===== src/rtl/pid_pkg.sv =====
// Shared widths, limits and types for the PID term generator.
package pid_pkg;

    localparam int ERR_W   = 10;
    localparam int DDIFF_W = 7;
    localparam int P_W     = 14;
    localparam int I_W     = 12;
    localparam int D_W     = 12;
    localparam int INTEG_W = 16;

    localparam int DDIFF_MAX = 63;
    localparam int DDIFF_MIN = -64;
    localparam logic signed [INTEG_W-1:0] INTEG_MAX = 16'sh7FFF;
    localparam logic signed [INTEG_W-1:0] INTEG_MIN = 16'sh8000;

    typedef logic signed [ERR_W-1:0]   err_t;
    typedef logic signed [DDIFF_W-1:0] ddiff_t;
    typedef logic signed [P_W-1:0]     p_t;
    typedef logic signed [I_W-1:0]     i_t;
    typedef logic signed [D_W-1:0]     d_t;
    typedef logic signed [INTEG_W-1:0] integ_t;

    typedef struct packed {
        logic   vld;
        err_t   err;
        ddiff_t ddiff;
    } s1_t;

    function automatic ddiff_t sat_ddiff(input logic signed [ERR_W:0] d);
        if (d > DDIFF_MAX)
            return ddiff_t'(DDIFF_MAX);
        else if (d < DDIFF_MIN)
            return ddiff_t'(DDIFF_MIN);
        else
            return d[DDIFF_W-1:0];
    endfunction

endpackage


===== src/rtl/err_history_queue.sv =====
// Shift queue of past error samples; oldest entry feeds the derivative.
module err_history_queue
    import pid_pkg::*;
#(
    parameter int DEPTH = 12
) (
    input  logic clk,
    input  logic rst_n,
    input  logic push,
    input  err_t din,
    output err_t oldest
);

    err_t q [DEPTH];

    always_ff @(posedge clk or negedge rst_n) begin
        if (!rst_n) begin
            for (int i = 0; i < DEPTH; i++)
                q[i] <= '0;
        end else if (push) begin
            q[0] <= din;
            for (int i = 1; i < DEPTH; i++)
                q[i] <= q[i-1];
        end
    end

    assign oldest = q[DEPTH-1];

endmodule


===== src/rtl/pid_terms.sv =====
// Two-stage PID term generator (P, I, D) from saturated error samples.
// Integrator path is built only when PID_I_TERM_EN is defined.
module pid_terms
    import pid_pkg::*;
#(
    parameter int D_QUEUE_DEPTH = 12,
    parameter int P_COEFF       = 6,
    parameter int D_COEFF       = 7
) (
    input  logic                  clk,
    input  logic                  rst_n,
    input  logic                  err_vld,
    input  logic signed [ERR_W-1:0] err_sat,
    input  logic                  clr_integ,
    output logic signed [P_W-1:0] P_term,
    output logic signed [I_W-1:0] I_term,
    output logic signed [D_W-1:0] D_term,
    output logic                  terms_vld
);

    err_t                    prev_err;
    logic signed [ERR_W:0]   d_diff;
    s1_t                     s1;
    i_t                      i_val;
    p_t                      p_prod;
    d_t                      d_prod;

    err_history_queue #(
        .DEPTH (D_QUEUE_DEPTH)
    ) u_hist (
        .clk    (clk),
        .rst_n  (rst_n),
        .push   (err_vld),
        .din    (err_sat),
        .oldest (prev_err)
    );

    assign d_diff = {err_sat[ERR_W-1], err_sat}
                  - {prev_err[ERR_W-1], prev_err};

    always_ff @(posedge clk or negedge rst_n) begin
        if (!rst_n) begin
            s1 <= '0;
        end else begin
            s1.vld <= err_vld;
            if (err_vld) begin
                s1.err   <= err_sat;
                s1.ddiff <= sat_ddiff(d_diff);
            end
        end
    end

`ifdef PID_I_TERM_EN
    integ_t                  acc;
    integ_t                  acc_nxt;
    logic signed [INTEG_W:0] acc_sum;

    // One guard bit exposes overflow as a sign mismatch in the top two bits.
    assign acc_sum = {acc[INTEG_W-1], acc}
                   + {{(INTEG_W+1-ERR_W){err_sat[ERR_W-1]}}, err_sat};

    always_comb begin
        acc_nxt = acc_sum[INTEG_W-1:0];
        if (acc_sum[INTEG_W:INTEG_W-1] == 2'b01)
            acc_nxt = INTEG_MAX;
        else if (acc_sum[INTEG_W:INTEG_W-1] == 2'b10)
            acc_nxt = INTEG_MIN;
    end

    always_ff @(posedge clk or negedge rst_n) begin
        if (!rst_n)
            acc <= '0;
        else if (clr_integ)
            acc <= '0;
        else if (err_vld)
            acc <= acc_nxt;
    end

    assign i_val = acc[INTEG_W-1:INTEG_W-I_W];
`else
    logic unused_clr;

    assign unused_clr = clr_integ;
    assign i_val      = '0;
`endif

    assign p_prod = p_t'($signed(s1.err)) * p_t'(P_COEFF);
    assign d_prod = d_t'($signed(s1.ddiff)) * d_t'(D_COEFF);

    always_ff @(posedge clk or negedge rst_n) begin
        if (!rst_n) begin
            P_term    <= '0;
            I_term    <= '0;
            D_term    <= '0;
            terms_vld <= 1'b0;
        end else begin
            terms_vld <= s1.vld;
            if (s1.vld) begin
                P_term <= p_prod;
                I_term <= i_val;
                D_term <= d_prod;
            end
        end
    end

endmodule


===== config.mk =====
export PLATFORM = sky130hd
export DESIGN_NAME = pid_terms
export DESIGN_NICKNAME = d
export VERILOG_FILES = /design/src/rtl/pid_pkg.sv /design/src/rtl/err_history_queue.sv /design/src/rtl/pid_terms.sv
export SDC_FILE = /design/constraint.sdc
export NUM_CORES = 1
export LEC_CHECK = 0
export CORE_UTILIZATION = 59
export DETAILED_ROUTE_END_ITERATION = 8
export PLACE_DENSITY_LB_ADDON = 0.1
export SYNTH_ARGS = -nofsm -noshare
export SYNTH_HDL_FRONTEND = slang
export SYNTH_SLANG_ARGS = --single-unit

===== constraint.sdc =====
create_clock -name clk -period 3.8 [get_ports clk]
set_input_delay 1.14 -clock clk [delete_from_list [all_inputs] [get_ports clk]]
set_output_delay 1.14 -clock clk [all_outputs]
set_load 0.05 [all_outputs]

-- Word level (Yosys, flattened, before mapping)
Cells that the tools add are included.
- bits in registers: 154
- $add $sub $neg: 1
- multiply operators: 2
- magnitude comparators: 2
- muxes and demuxes: 2
- operators by type and width (kind ; number):
    7-bit two-way mux ; 2
    10-bit by 3-bit multiplier with 13-bit output (second input constant) ; 1
    11-bit by 7-bit greater-than comparator with 1-bit output (second input constant) ; 1
    11-bit by 7-bit < comparator with 1-bit output (second input constant) ; 1
    7-bit by 4-bit multiplier with 11-bit output (second input constant) ; 1
    10-bit by 10-bit subtractor with 11-bit output ; 1

-- Depth between registers and ports, before layout
Gate-level depths: netlist of run 1.
- depth after elaboration: 4
- depth in mapped cells: 11
- mapped depth without buffers: 11

-- Hierarchy
A second synthesis of run 1 with hierarchy kept.
- cells, all modules: 576
- area, all modules: 7820.0 µm²
- by module, submodules not included (module ; times used ; cells each ; area each (µm²)):
    err_history_queue ; 1 ; 263 ; 4563.1
    pid_terms ; 1 ; 313 ; 3256.9

-- Least setup slack after synthesis of run 1
OpenSTA, ideal clock, no wires.
- path type: in2reg
- start point: input err_sat[0]
- end point: register s1[2] (netlist name)
- arrival: 3.019 ns
- data required time: 3.650 ns
- setup slack: 0.631 ns
- cell stages on the path: 10
- path buffers: 0
- cells stage by stage: inv_1 > ha_1 > inv_1 > fa_1 > a211o_1 > a21oi_1 > o21bai_2 > xor2_1 > o41ai_4 > o221ai_1
- longest elaborated chain between the ends: 4
- ends and longest elaborated chain (what ; line ; source):
    from (decl) ; pid_terms.sv:13 ; input logic signed [ERR_W-1:0] err_sat,
    10-bit by 10-bit subtractor with 11-bit output * ; pid_terms.sv:39 ; - {prev_err[ERR_W-1], prev_err};
    11-bit by 7-bit < comparator with 1-bit output ; pid_pkg.sv:32 ; else if (d < DDIFF_MIN)
    7-bit two-way mux ; pid_pkg.sv:32 ;
    7-bit two-way mux * ; pid_pkg.sv:30 ; if (d > DDIFF_MAX)
    to (decl) ; pid_terms.sv:23 ; s1_t s1;
Mark *: on every way between the ends. The rest lies on a longest branch, timed or not.
A chain may end at the register's enable or synchronous reset.

-- Worst setup path after layout of run 1
- start point: input err_sat[0]
- end point: register s1[3] (netlist name)
Same word-level chain as after synthesis.

==> flow_metrics.py, run 1 <==
metrics = {
    "worst_hold_path": {
        "hold_depth": 2,
        "worstHoldEndpoint": "D_term[8]$_DFFE_PN0P_",
        "holdCritPathClass": "register to register",
        "launch_point_of_the_worst_hold_path": "D_term[8]$_DFFE_PN0P_",
    },
    "clocking": {
        "root_buffer": "sky130_fd_sc_hd__clkbuf_16",
        "post_cts_buffers": 0,
        "clk_pin_slew_ps": 60,
        "tritoncts.num_buffers": 17,
        "tritoncts_clock_tree": "yes",
        "cts-htree-levels": 4,
        "ctsLongestPathBuffers": 2,
        "cts_repair_resize_count": 0,
        "insertion_delay_ps": 420,
        "holdBufCountCts": 0,
        "cts_sink_count": 153,
    },
    "synth": {
        "post_synth_edffs": 0,
        "synth_sequential_area_ratio": 0.525,
        "async_reset_ff_frac": 1.00,
        "post_synth_inst_count": 558,
        "synth.yosys.warnings": 0,
        "syn_area_um2": 7300,
        "synth_area_per_cell_um2": 13.1,
        "synth.ff_latch_count": 153,
        "netlist-cell-type-count": 45,
        "ys_dominant_reg_cell": "sky130_fd_sc_hd__dfrtp_1",
    },
    "finish": {
        "final_layout_size_suffix_gt1_frac": 0.287,
        "final.fill_count": 871,
        "finalNetCount": 664,
        "synthToLayoutAreaGrowth_pct": 14.1,
        "post_route_standard_cell_area_excluding_fillers_um2": 8320,
        "post_layout_nonfiller_instances": 761,
        "antenna_cells": 0,
    },
    "timing": {
        "slew_headroom": 0.483,
        "grt_setup_unrepaired": "no",
        "finalHoldViolCount": 0,
        "worst_clock_skew_ps": 5.23,
        "setup_violations": 0,
        "period_needed_ps": 3420,
        "slew_violations": 0,
        "setup-tns-final_ps": 0,
        "min_period_over_period": 0.901,
        "worstMarginPinSlew_ps": 776,
        "final_critical_path_setup_slack_ps": 376,
        "timing.fmax_ghz": 0.292,
    },
    "setup_path": {
        "criticalPathCategory": "input port to register",
        "number_of_cell_instances_on_the_worst_register_to_register_path": 11,
        "critical_path.reg2reg.startpoint": "s1[2]$_DFFE_PN0P_",
        "worstSetupEndpointType": "register",
        "critPathRequiredTime_ps": 4070,
        "path_common_cell": "sky130_fd_sc_hd__inv_1",
        "register_to_register_setup_slack_ps": 950,
        "crit_slowest_cell": "sky130_fd_sc_hd__o41ai_4",
        "cp_cell_sequence": "clkdlybuf4s50_1 > inv_1 > ha_1 > inv_1 > fa_1 > a211o_1 > a21oi_1 > o21bai_2 > xor2_1 > o41ai_4 > o221ai_1",
        "worstSetupStartpointType": "input port",
        "critical_path.max_stage_delay_ps": 480,
        "worstPathArrival_ps": 3690,
        "crit_fanout": 4,
        "crit-reg2reg-capture": "D_term[7]$_DFFE_PN0P_",
    },
    "pwr": {
        "switching_share": 0.366,
        "power_frac_clock": 0.209,
        "power_frac_seq": 0.342,
        "total_leakage_power_nw": 3.77,
        "power_mw": 7.39,
        "internal-power_mw": 4.68,
        "switchingPower_mw": 2.71,
        "vdd_ir_drop_max_v": 0.000437,
        "comb_power_share": 0.449,
        "power.density_cell_area_nw_per_um2": 888,
    },
    "floorplan": {
        "placementRows": 40,
        "initial_core_utilization": 0.607,
        "die-width_um": 113,
        "design.die.area_um2": 12800,
        "core_area_um2": 12000,
        "die_height_um": 113,
        "number_of_top_level_pins": 53,
    },
    "global_route": {
        "grt-ovfl-total": 0,
        "first_global_vias": 4277,
        "gr-usage-all-layers": 0.207,
        "grt_antenna_before_repair": 0,
        "grt_max_degree": 87,
        "first_pass_grt_wire_length_mm": 20.2,
    },
    "routing": {
        "drt_iter0_markers": 177,
        "drt_drc_violations_left": 0,
        "drt-wirelength-per-cell_um": 15.3,
        "viasPerCell": 5.51,
        "postRouteAntennaNets": 0,
        "routed_wirelength_mm": 11.7,
        "drt-pass1-iter-count": 4,
        "num_vias": 4192,
    },
    "job": {
        "max_cap_violations": 0,
    },
    "outcome": {
        "run_status": "complete, no violations",
    },
    "placed_design": {
        "dp_worst_setup_slack_ps": -55.8,
        "numPlacedInstances": 730,
        "port-buffer-count": 38,
        "placement_cell_area_um2": 7780,
        "gp_congestion": 0.846,
        "detailed_place_hpwl_mm": 7.94,
    },
}
## power by group through the flow
stage	logic (mW)	registers (mW)	clock network (mW)
2_1_floorplan	2.27	2.86	0
3_3_place_gp	3.23	2.52	0
3_5_place_dp	3.33	2.56	0
4_1_cts	3.35	2.53	1.59
5_1_grt	3.70	2.60	1.65
6_report	3.32	2.53	1.55
## worst max-delay path: cells and delay by family
family,cells,cell delay (ps)
AO/OA/AOI/OAI,5,1240
XOR/XNOR,1,210
adder cells (fa/ha/maj),2,530
buffers and inverters,3,580
## worst max-delay path by stage
stage                    start                 to  slack [ps]  cells past startpoint
floorplan           err_sat[0]  s1[2]$_DFFE_PN0P_         630                     10
global placement    err_sat[0]  s1[5]$_DFFE_PN0P_          70                     11
detailed placement  err_sat[0]  s1[3]$_DFFE_PN0P_         -60                     11
CTS                 err_sat[0]  s1[3]$_DFFE_PN0P_         400                     11
global route        err_sat[0]  s1[3]$_DFFE_PN0P_         240                     11
finish              err_sat[0]  s1[3]$_DFFE_PN0P_         380                     11
## cells in the final DEF (no fill, tap or decap), types with 2 or more instances in the layout
cell	n
sky130_fd_sc_hd__nand2_1	19
sky130_fd_sc_hd__clkinv_2	7
sky130_fd_sc_hd__nor2_1	15
sky130_fd_sc_hd__ha_1	41
sky130_fd_sc_hd__o21bai_1	5
sky130_fd_sc_hd__a21o_1	6
sky130_fd_sc_hd__o221ai_1	4
sky130_fd_sc_hd__xor2_1	7
sky130_fd_sc_hd__dfrtp_1	153
sky130_fd_sc_hd__nor3_1	7
sky130_fd_sc_hd__conb_1	13
sky130_fd_sc_hd__a21oi_1	19
sky130_fd_sc_hd__nor2b_1	2
sky130_fd_sc_hd__clkinvlp_4	3
sky130_fd_sc_hd__fa_1	7
sky130_fd_sc_hd__clkdlybuf4s50_1	36
sky130_fd_sc_hd__buf_4	6
sky130_fd_sc_hd__inv_1	40
sky130_fd_sc_hd__a31oi_1	3
sky130_fd_sc_hd__buf_12	2
sky130_fd_sc_hd__o21ai_0	17
sky130_fd_sc_hd__clkbuf_16	17
sky130_fd_sc_hd__nand2b_1	5
sky130_fd_sc_hd__mux2_2	129
sky130_fd_sc_hd__xnor2_1	17
sky130_fd_sc_hd__mux2i_1	2
sky130_fd_sc_hd__and3_1	2
sky130_fd_sc_hd__o211ai_1	2
sky130_fd_sc_hd__o21a_1	4
sky130_fd_sc_hd__a211oi_1	2
## final cells by class
class	count	area, µm²	area share
Multi-Input combinational cell	345	3160	0.380
Tap cell	147	184	0.0221
Timing Repair Buffer	45	457	0.0549
Clock buffer	18	439	0.0528
Clock inverter	13	105	0.0126
Sequential cell	153	3830	0.460
Inverter	40	150	0.0180
## routing by layer
| metal | share of wire | routed length [µm] | GRT usage | vias to the layer above |
|---|---|---|---|---|
| met4 | 0.026 | 308 | 0.0947 | 0 |
| met1 | 0.45 | 5220 | 0.251 | 2075 |
| met2 | 0.49 | 5740 | 0.342 | 78 |
| met5 | 0 | 0 | 0 | - |
| li1 | - | - | - | 2011 |
| met3 | 0.034 | 402 | 0.0605 | 28 |
## state kept, by name, summed over array words and instances (netlist names)
register / count
D_term: 11
P_term: 13
s1: 8
terms_vld: 1
u_hist.oldest: 10
u_hist.q: 110
## cells by family (layout without fill, tap and decap cells)
logic type | after synthesis | after routing | synth area share
and+or+nand+nor | 55 | 55 | 0.0350
xor gates and xnor gates | 24 | 24 | 0.0288
muxes | 131 | 131 | 0.202
buffers and inverters | 72 | 116 | 0.0484
other | 1 | 13 | 0.000514
AOI/OAI and AO/OA | 74 | 74 | 0.0713
adders and majority gates | 48 | 48 | 0.0895
DFF | 153 | 153 | 0.525
## cells in the mapped netlist (2+ instances only)
| master | n | area (µm²) |
|---|---|---|
| sky130_fd_sc_hd__a21oi_1 | 19 | 95.1 |
| sky130_fd_sc_hd__o21bai_1 | 5 | 37.5 |
| sky130_fd_sc_hd__nor2b_1 | 2 | 12.5 |
| sky130_fd_sc_hd__and3_1 | 2 | 12.5 |
| sky130_fd_sc_hd__o21ai_0 | 17 | 85.1 |
| sky130_fd_sc_hd__o21a_1 | 4 | 30.0 |
| sky130_fd_sc_hd__nor3_1 | 7 | 35.0 |
| sky130_fd_sc_hd__clkbuf_1 | 13 | 48.8 |
| sky130_fd_sc_hd__nor2_1 | 15 | 56.3 |
| sky130_fd_sc_hd__mux2_2 | 129 | 1450 |
| sky130_fd_sc_hd__o211ai_1 | 2 | 15.0 |
| sky130_fd_sc_hd__xnor2_1 | 17 | 149 |
| sky130_fd_sc_hd__buf_4 | 14 | 105 |
| sky130_fd_sc_hd__xor2_1 | 7 | 61.3 |
| sky130_fd_sc_hd__nand2_1 | 19 | 71.3 |
| sky130_fd_sc_hd__buf_6 | 4 | 45.0 |
| sky130_fd_sc_hd__a21o_1 | 6 | 45.0 |
| sky130_fd_sc_hd__ha_1 | 41 | 513 |
| sky130_fd_sc_hd__nand2b_1 | 5 | 31.3 |
| sky130_fd_sc_hd__o221ai_1 | 4 | 35.0 |
| sky130_fd_sc_hd__mux2i_1 | 2 | 20.0 |
| sky130_fd_sc_hd__dfrtp_1 | 153 | 3830 |
| sky130_fd_sc_hd__a31oi_1 | 3 | 18.8 |
| sky130_fd_sc_hd__fa_1 | 7 | 140 |
| sky130_fd_sc_hd__inv_1 | 40 | 150 |
| sky130_fd_sc_hd__a211oi_1 | 2 | 15.0 |
## stage by stage
step / util / hold WS, ps
3_3_place_gp: 0.648 / 465
3_5_place_dp: 0.648 / 478
4_1_cts: 0.693 / 496
6_report: 0.693 / 490
5_1_grt: 0.693 / 513
2_1_floorplan: - / 390
(Power assumes the default switching activity.)
==> inputs of run 2 (changes only) <==
--- a/config.mk
+++ b/config.mk
@@ -5,6 +5,7 @@
 export SDC_FILE = /design/constraint.sdc
 export NUM_CORES = 1
 export LEC_CHECK = 0
+export CORE_ASPECT_RATIO = 1.1
 export CORE_UTILIZATION = 59
 export DETAILED_ROUTE_END_ITERATION = 8
 export PLACE_DENSITY_LB_ADDON = 0.1
==> run 2 against run 1 <==
Compared with the run above:
- global-route usage increased by 0.22 points
- sequential power is essentially flat
- core utilization about the same
- first-iteration DRC count fell by 34%
- final cell count increased by 0.79%
- hold slack lost 2.6 ps
- critical endpoint is now s1[2]$_DFFE_PN0P_
- largest power group unchanged
- highest routed layer unchanged
==> flow_metrics.py, run 2 (same netlist as run 1, synthesis figures left out) <==
metrics = {
    "pwr": {
        "internal-power_mw": 4.75,
        "total_leakage_power_nw": 3.77,
        "switching_share": 0.369,
        "vdd_ir_drop_max_v": 0.000780,
        "power_frac_clock": 0.217,
        "power_frac_seq": 0.336,
        "power.density_cell_area_nw_per_um2": 902,
        "comb_power_share": 0.447,
        "switchingPower_mw": 2.78,
        "power_mw": 7.53,
    },
    "floorplan": {
        "die-width_um": 108,
        "initial_core_utilization": 0.606,
        "placementRows": 42,
        "number_of_top_level_pins": 53,
        "design.die.area_um2": 12800,
        "core_area_um2": 12000,
        "die_height_um": 119,
    },
    "finish": {
        "post_layout_nonfiller_instances": 767,
        "finalNetCount": 662,
        "most_flop_heavy_register": "u_hist.q",
        "largest_registers": "u_hist.q x110, P_term x13, D_term x11",
        "antenna_cells": 0,
        "synthToLayoutAreaGrowth_pct": 14.3,
        "final_layout_size_suffix_gt1_frac": 0.284,
        "mostFrequentLayoutCells": "153 x sky130_fd_sc_hd__dfrtp_1, 129 x sky130_fd_sc_hd__mux2_2, 41 x sky130_fd_sc_hd__ha_1",
        "largest_reg_flops": 110,
        "post_route_standard_cell_area_excluding_fillers_um2": 8340,
        "most_frequent_standard_cell_in_the_layout_excluding_fill_and_tap_cells": "sky130_fd_sc_hd__dfrtp_1",
        "final_core_density": 0.693,
    },
    "timing": {
        "slew_violations": 0,
        "timing.fmax_ghz": 0.294,
        "final_critical_path_setup_slack_ps": 402,
        "period_needed_ps": 3400,
        "min_period_over_period": 0.894,
        "setup_violations": 0,
        "worstMarginPinSlew_ps": 1100,
        "finalHoldViolCount": 0,
        "slew_headroom": 0.265,
        "worst_clock_skew_ps": 8.71,
        "grt_setup_unrepaired": "no",
    },
    "placed_design": {
        "detailed_place_hpwl_mm": 8.06,
        "numPlacedInstances": 735,
        "gp_congestion": 0.819,
        "port-buffer-count": 38,
        "placement_cell_area_um2": 7760,
        "dp_worst_setup_slack_ps": -22.5,
    },
    "clocking": {
        "cts_sink_count": 153,
        "ctsLongestPathBuffers": 2,
        "cts-htree-levels": 4,
        "insertion_delay_ps": 420,
        "cts_repair_resize_count": 0,
        "holdBufCountCts": 0,
        "tritoncts_clock_tree": "yes",
        "post_cts_buffers": 0,
        "clk_pin_slew_ps": 60,
        "root_buffer": "sky130_fd_sc_hd__clkbuf_16",
        "tritoncts.num_buffers": 17,
    },
    "routing": {
        "routed_wirelength_mm": 11.7,
        "postRouteAntennaNets": 0,
        "viasPerCell": 5.36,
        "drt-wirelength-per-cell_um": 15.3,
        "drt-pass1-iter-count": 4,
        "drt_iter0_markers": 116,
        "num_vias": 4114,
        "drt_drc_violations_left": 0,
    },
    "setup_path": {
        "crit_fanout": 4,
        "critical_path_buf_inv_count": 3,
        "worstSetupEndpointType": "register",
        "crit_slowest_cell": "sky130_fd_sc_hd__o41ai_4",
        "worstPathArrival_ps": 3670,
        "critPathRequiredTime_ps": 4070,
        "path_common_cell": "sky130_fd_sc_hd__inv_1",
        "criticalPathCategory": "input port to register",
        "cp_cell_sequence": "clkdlybuf4s50_1 > inv_1 > ha_1 > inv_1 > fa_1 > a211o_1 > a21oi_1 > o21bai_2 > xor2_1 > o41ai_4 > o221ai_1",
        "worst_path_dominant_cell_family": "compound AO/OA/AOI/OAI gates",
        "critical_path.max_stage_delay_ps": 470,
        "critical_path_depth": 11,
        "worstSetupStartpointType": "input port",
        "number_of_cell_instances_on_the_worst_register_to_register_path": 11,
    },
    "global_route": {
        "gr-usage-all-layers": 0.209,
        "grt_max_degree": 73,
        "grt-ovfl-total": 0,
        "first_pass_grt_wire_length_mm": 20.5,
        "first_global_vias": 4336,
        "grt_antenna_before_repair": 0,
    },
    "job": {
        "max_cap_violations": 0,
    },
    "worst_hold_path": {
        "hold_depth": 2,
        "holdCritPathClass": "register to register",
    },
    "outcome": {
        "run_status": "complete, no violations",
    },
}
run 2: changes by cell type in the layout (fill, tap and decap cells not counted), sizes merged:
cell	previous run	this run
clkinv	8	3
clkbuf	18	21
inv	41	44
buf	9	7
run 2: final timing paths:
check | from | slack [ps] | to
min in group asynchronous | rst_n | 700 | P_term[9]$_DFFE_PN0P_
max in group asynchronous | rst_n | 2280 | u_hist.q[15]$_DFFE_PN0P_
worst max register to register | s1[2]$_DFFE_PN0P_ | 890 | D_term[7]$_DFFE_PN0P_
worst max-delay path | err_sat[0] | 400 | s1[2]$_DFFE_PN0P_
worst min-delay path | u_hist.q[14]$_DFFE_PN0P_ | 490 | u_hist.oldest[4]$_DFFE_PN0P_
worst min register to register | u_hist.q[14]$_DFFE_PN0P_ | 490 | u_hist.oldest[4]$_DFFE_PN0P_
run 2: through the flow:
| stage | TNS [ps] | hold slack [ps] |
|---|---|---|
| global route | 0 | 513 |
| finish | 0 | 488 |
| floorplan | 0 | 390 |
| global placement | 0 | 464 |
| CTS | 0 | 493 |
| detailed placement | -45.3 | 467 |
run 2: area by class of cell:
| cell class | instances | area, µm² |
|---|---|---|
| Clock buffer | 21 | 470 |
| Clock inverter | 11 | 110 |
| Fill cell | 875 | 3690 |
| Inverter | 40 | 150 |
| Multi-Input combinational cell | 345 | 3160 |
| Sequential cell | 153 | 3830 |
| Tap cell | 154 | 193 |
| Timing Repair Buffer | 43 | 429 |
run 2: power groups by stage:
stage	Clock (mW)	Sequential, mW	Combinational [mW]
after floorplan	0	2.86	2.27
after global placement	0	2.53	3.23
after detailed placement	0	2.57	3.37
after CTS	1.67	2.54	3.40
after global routing	1.74	2.62	3.71
final	1.63	2.53	3.36
run 2: worst min-delay path, stage by stage (launching register included):
cell	delay [ps]
sky130_fd_sc_hd__dfrtp_1	340
sky130_fd_sc_hd__nand2_1	50
sky130_fd_sc_hd__o21ai_0	60
run 2: routing by layer:
metal,part of all wire,track usage,vias up
met4,0.022,0.0925,0
met1,0.46,0.263,2036
li1,-,-,2009
met2,0.50,0.342,51
met5,0,0,-
met3,0.026,0.0463,18
